==> src/rtl/ioctl_upload_server.sv <==
// ioctl_upload_server: answers HPS ioctl upload (core-to-HPS) reads by fetching
// bytes from a spare read port of a core-side byte RAM. It holds ioctl_wait
// while it arbitrates against the CPU and waits out the RAM read latency, and
// it asks the core to pause for as long as a matching upload session is open.
// Optional feature macro: UPLOAD_CHECKSUM_EN. When defined, a read of
// address 2**AW returns the two's complement of the 8-bit sum of all in-range
// bytes delivered in the current session.
module ioctl_upload_server #(
    parameter int          AW     = 10,
    parameter logic [7:0]  INDEX  = 8'd2,
    parameter int          RD_LAT = 2,
    parameter logic [7:0]  FILL   = 8'hFF
) (
    input  logic          clk_sys,
    input  logic          reset,
    input  logic          ioctl_upload,
    input  logic [7:0]    ioctl_index,
    input  logic          ioctl_rd,
    input  logic [24:0]   ioctl_addr,
    output logic [7:0]    ioctl_din,
    output logic          ioctl_wait,
    output logic [AW-1:0] mem_addr,
    output logic          mem_rd,
    input  logic [7:0]    mem_q,
    input  logic          mem_busy,
    output logic          pause_cpu,
    output logic          active
);

    typedef enum logic [1:0] {
        S_IDLE,
        S_ARB,
        S_WAIT,
        S_PRESENT
    } state_t;

    // First address past the image; everything from here up is not RAM.
    localparam logic [24:0] IMG_SIZE = 25'd1 << AW;
    localparam logic [2:0]  LAT_INIT = 3'(RD_LAT);

    state_t        state_q, state_n;
    logic [AW-1:0] addr_q, addr_n;
    logic [2:0]    cnt_q, cnt_n;
    logic [7:0]    din_n;
    logic          wait_n;
    logic          rd_n;
    logic [AW-1:0] maddr_n;
    logic          sel;

`ifdef UPLOAD_CHECKSUM_EN
    logic [7:0]    sum_q, sum_n;
`endif

    assign sel = ioctl_upload && (ioctl_index == INDEX);

    // Next-state and next-output logic for the read transaction sequencer.
    always_comb begin
        // NOTE: every signal driven here gets a default first, so no path
        // through the case statement can leave one unassigned and infer a latch.
        state_n = state_q;
        addr_n  = addr_q;
        cnt_n   = cnt_q;
        din_n   = ioctl_din;
        wait_n  = ioctl_wait;
        rd_n    = 1'b0;
        maddr_n = mem_addr;
`ifdef UPLOAD_CHECKSUM_EN
        sum_n   = sum_q;
        // Session is opening this cycle (active rises on the next edge).
        if (sel && !active) begin
            sum_n = 8'd0;
        end
`endif

        if (!sel) begin
            // Session closed or index changed: abandon whatever was in flight.
            // Any RAM data already on its way is simply never sampled.
            state_n = S_IDLE;
            wait_n  = 1'b0;
        end else begin
            case (state_q)
                S_IDLE: begin
                    if (ioctl_rd) begin
                        wait_n = 1'b1;
                        addr_n = ioctl_addr[AW-1:0];
                        if (ioctl_addr >= IMG_SIZE) begin
                            // Beyond the image: answer immediately, no RAM access.
                            din_n   = FILL;
`ifdef UPLOAD_CHECKSUM_EN
                            if (ioctl_addr == IMG_SIZE) begin
                                din_n = 8'd0 - sum_n;
                            end
`endif
                            state_n = S_PRESENT;
                        end else begin
                            state_n = S_ARB;
                        end
                    end
                end
                S_ARB: begin
                    // The CPU has priority on the shared port; issue only when free.
                    if (!mem_busy) begin
                        rd_n    = 1'b1;
                        maddr_n = addr_q;
                        cnt_n   = LAT_INIT;
                        state_n = S_WAIT;
                    end
                end
                S_WAIT: begin
                    // Counter hits zero exactly in the cycle mem_q is valid.
                    if (cnt_q == 3'd0) begin
                        din_n   = mem_q;
                        wait_n  = 1'b0;
                        state_n = S_PRESENT;
`ifdef UPLOAD_CHECKSUM_EN
                        sum_n   = sum_n + mem_q;
`endif
                    end else begin
                        cnt_n = cnt_q - 3'd1;
                    end
                end
                S_PRESENT: begin
                    wait_n  = 1'b0;
                    state_n = S_IDLE;
                end
                default: begin
                    wait_n  = 1'b0;
                    state_n = S_IDLE;
                end
            endcase
        end
    end

    // State and registered outputs; session flags follow sel one cycle late.
    always_ff @(posedge clk_sys or posedge reset) begin
        if (reset) begin
            state_q    <= S_IDLE;
            addr_q     <= '0;
            cnt_q      <= 3'd0;
            ioctl_din  <= 8'd0;
            ioctl_wait <= 1'b0;
            mem_rd     <= 1'b0;
            mem_addr   <= '0;
            active     <= 1'b0;
            pause_cpu  <= 1'b0;
`ifdef UPLOAD_CHECKSUM_EN
            sum_q      <= 8'd0;
`endif
        end else begin
            // NOTE: non-blocking assignments here so every register updates
            // from the same pre-edge values, independent of statement order.
            state_q    <= state_n;
            addr_q     <= addr_n;
            cnt_q      <= cnt_n;
            ioctl_din  <= din_n;
            ioctl_wait <= wait_n;
            mem_rd     <= rd_n;
            mem_addr   <= maddr_n;
            active     <= sel;
            pause_cpu  <= sel;
`ifdef UPLOAD_CHECKSUM_EN
            sum_q      <= sum_n;
`endif
        end
    end

endmodule

==> config.mk <==
export PLATFORM = sky130hd
export DESIGN_NAME = ioctl_upload_server
export DESIGN_NICKNAME = d
export VERILOG_FILES = /design/src/rtl/ioctl_upload_server.sv
export SDC_FILE = /design/constraint.sdc
export NUM_CORES = 1
export LEC_CHECK = 0
export BUFFER_PORTS_ARGS = -buffer_cell sky130_fd_sc_hd__buf_2
export CORE_UTILIZATION = 51
export DETAILED_ROUTE_END_ITERATION = 16
export HOLD_SLACK_MARGIN = 0.02
export PLACE_DENSITY = 0.82
export SYNTH_ARGS = -nofsm -noshare
export SYNTH_HDL_FRONTEND = slang
export SYNTH_SLANG_ARGS = --single-unit
==> constraint.sdc <==
create_clock -name clk_sys -period 5.85 [get_ports clk_sys]
set_clock_uncertainty 0.1 [all_clocks]
set_input_delay 1.4625 -clock clk_sys [delete_from_list [all_inputs] [get_ports clk_sys]]
set_output_delay 1.4625 -clock clk_sys [all_outputs]
set_load 0.01 [all_outputs]
==> results.tsv <==
stage	metric	value	unit
synth	synthDistinctLibCells	29	
power	p_per_area	216.3	nW/µm²
synth	ys_async_sr_fraction	100.0	%
place	globalplace.congestion	0.8471	
cts	clk_latency	0.32	ns
synth	synth_adder_area_share	4.498	%
cts	cts-resized-gates	0	
routing	remaining_drc_errors	0	
layout	nFillCells	223	
timing	worst_pin_slew	0.5860	ns
synth	synth-compound-area-share	3.298	%
die	die_x	59.21	µm
power	finalPower	0.4587	mW
synth	syn-instance-count	126	
layout	final_nets	250	
worst_setup_path	critPathMaxFanout	11	
grt	grt-ovfl-total	0	
synth	synth_top_area_cell	dfrtp_1	
cts	ctsHtreeMaxLevel	2	
grt	grt_max_degree	37	
routing	postRouteWirelength	3390	µm
cts	cts_made_buffers	5	
cts	cts_tree	yes	
cts	clk_pin_slew	0.11	ns
worst_setup_path	crit_required	5.97	ns
synth	synth-xor-area-share	0	%
routing	ant_nets	0	
timing	period_needed	2.881	ns
cts	cts_root_buf	clkbuf_4	
synth	synth_top_family_by_area	multiplexers	
grt	antenna_found_initial	0	
layout	final_util	68.90	%
die	start_util	54.23	%
worst_setup_path	r2r-start	state_q[0]$_DFFE_PP0P_	
cts	postCtsSetupBuffers	0	
power	p_leak	1.169	nW
grt	grt_pass1_wl	5361	µm
layout	num_antenna_cells	0	
cts	cts_buffer_depth	2	
timing	slew_headroom	60.93	%
die	core_area	3078	µm²
place	dp.final_hpwl	2594	µm
routing	drt_iter0_markers	27	
synth	netlist_area	1669	µm²
routing	via_count	1265	
hold_path	hold_start	addr_q[5]$_DFFE_PP0P_	
worst_setup_path	criticalPathCategory	input port to flip-flop	
status	status	finished clean	
power	power_frac_seq	55.7	%
routing	via_per_inst	5.206	
place	pre_cts_ws	2.597	ns
synth	synth_warnings	0	
synth	synth_common_cells	36 x dfrtp_1, 28 x mux2_2, 11 x nand2b_1	
layout	drive_gt1_share	54.77	%
synth	synth_nets	178	
power	comb_power_share	7.8	%
layout	area_growth	27.06	%
place	placed_area	2044	µm²
grt	gr-usage-all-layers	20.86	%
synth	synthSimpleGateAreaFrac	14.32	%
cts	ctsHoldBuffers	0	
timing	fin_tns_setup	0	ns
cts	clock_sinks	36	
power	p_clk_share	36.6	%
die	rows	20	
timing	slew_violations	0	
power	power_switching	0.09663	mW
synth	ys_seq_area_share	53.97	%
timing	fin_ws	2.969	ns
worst_setup_path	arrival	3.00	ns
power	p_int	0.3621	mW
timing	setup_viol	0	
worst_setup_path	crit_start	ioctl_index[0]	
worst_setup_path	start_kind	input port	
power	sw_frac_of_total	21.06	%
grt	grt_pass1_vias	1254	
synth	avgSynthCellArea	13.25	µm²
timing	max_freq	347.0	MHz
hold_path	hold_path_class	flip-flop to flip-flop	
die	ios	68	
place	io_buffer_count	67	
layout	final_area	2121	µm²
synth	synth_area_leaders	dfrtp_1 54%, mux2_2 19%, ha_1 4.5%	
timing	hold_violations	0	
power	irDropWorstVdd	149.5	µV
synth	ys_ff_latch	36	
synth	synth_top_area_share	53.97	%
die	die_h	59.21	µm
synth	yosysMostFrequentCell	dfrtp_1	
run	max-cap-violations	0	
synth	synth-edff-count	0	
synth	synth.mux.area_fraction	20.76	%
synth	ys.flop_type	dfrtp_1	
routing	wl_per_cell	13.95	µm
die	die_area	3505	µm²
timing	rsz0062_at_grt	false	
timing	fin_crit_sh	49.26	%
routing	drt_pass1_iterations	4	
worst_setup_path	endpoint_kind	flip-flop	
## area by class of cell
cell class	count	area, µm²	area share (%)
sequential	36	900.9	42.48
multi-input combinational	79	715.7	33.75
timing repair buffer	68	342.8	16.17
tap	44	55.05	2.596
clock buffer	6	41.29	1.947
clock inverter	2	35.03	1.652
inverter	8	30.03	1.416
## power by group through the flow
stage	clock network (mW)	registers [mW]	logic [mW]
floorplan	0	0.261	0.0132
global placement	0	0.260	0.0337
detailed placement	0	0.260	0.0358
CTS	0.170	0.255	0.0361
global route	0.181	0.256	0.0387
finish	0.168	0.255	0.0356
## path summary, 6_finish.rpt
check                      cells past startpoint                        to  slack (ns)
max reg2reg                                    6  ioctl_din[5]$_DFFE_PP0P_        3.45
min reg2reg                                    1   mem_addr[5]$_DFFE_PP0P_        0.41
min in group asynchronous                      3   mem_addr[6]$_DFFE_PP0P_        1.11
max in group asynchronous                      3      cnt_q[1]$_DFFE_PP0P_        4.22
max                                            6   mem_addr[7]$_DFFE_PP0P_        2.97
min                                            1   mem_addr[5]$_DFFE_PP0P_        0.41
## layout by cell type (no fill, tap or decap), types with 3 or more instances in the layout
cell type,n
nand2_1,5
inv_1,7
nor4_1,3
nor2_1,6
nand2b_1,11
ha_1,6
mux2_2,28
dfrtp_1,36
buf_2,67
clkbuf_4,5
## flip-flops by register name, summed over array words and instances, names as in the netlist
name,cells
ioctl_wait,1
mem_rd,1
addr_q,10
active,1
cnt_q,3
mem_addr,10
state_q,2
ioctl_din,8
## layer usage
metal / global-route usage [%] / up-vias / share of wire, % / wire length [µm]
met5: 0 / - / 0 / 0
met4: 10.20 / 0 / 2.1 / 70
met3: 5.677 / 10 / 5.5 / 188
met2: 37.24 / 63 / 55 / 1864
met1: 22.57 / 605 / 37 / 1266
li1: - / 587 / - / -
## critical path: stages
cell	delay, ns
buf_2	0.11
nor4b_4	0.31
nand4_1	0.29
inv_2	0.16
nand3b_2	0.25
mux2_1	0.40
## cells by family (layout without fill, tap and decap cells)
family / Yosys count / in the layout
flip-flops: 36 / 36
AND/OR/NAND/NOR: 35 / 35
multiplexers: 31 / 31
buffers and inverters: 11 / 84
AO/OA/AOI/OAI: 7 / 7
adder cells (fa/ha/maj): 6 / 6
## through the flow
stage          hold slack [ns]  cells
3_3_place_gp            0.3641    235
5_1_grt                 0.4181    243
2_1_floorplan           0.3522    126
6_report                0.4113    243
4_1_cts                 0.4145    243
3_5_place_dp            0.3905    235
Note: power is estimated with default switching activity, not from simulation.
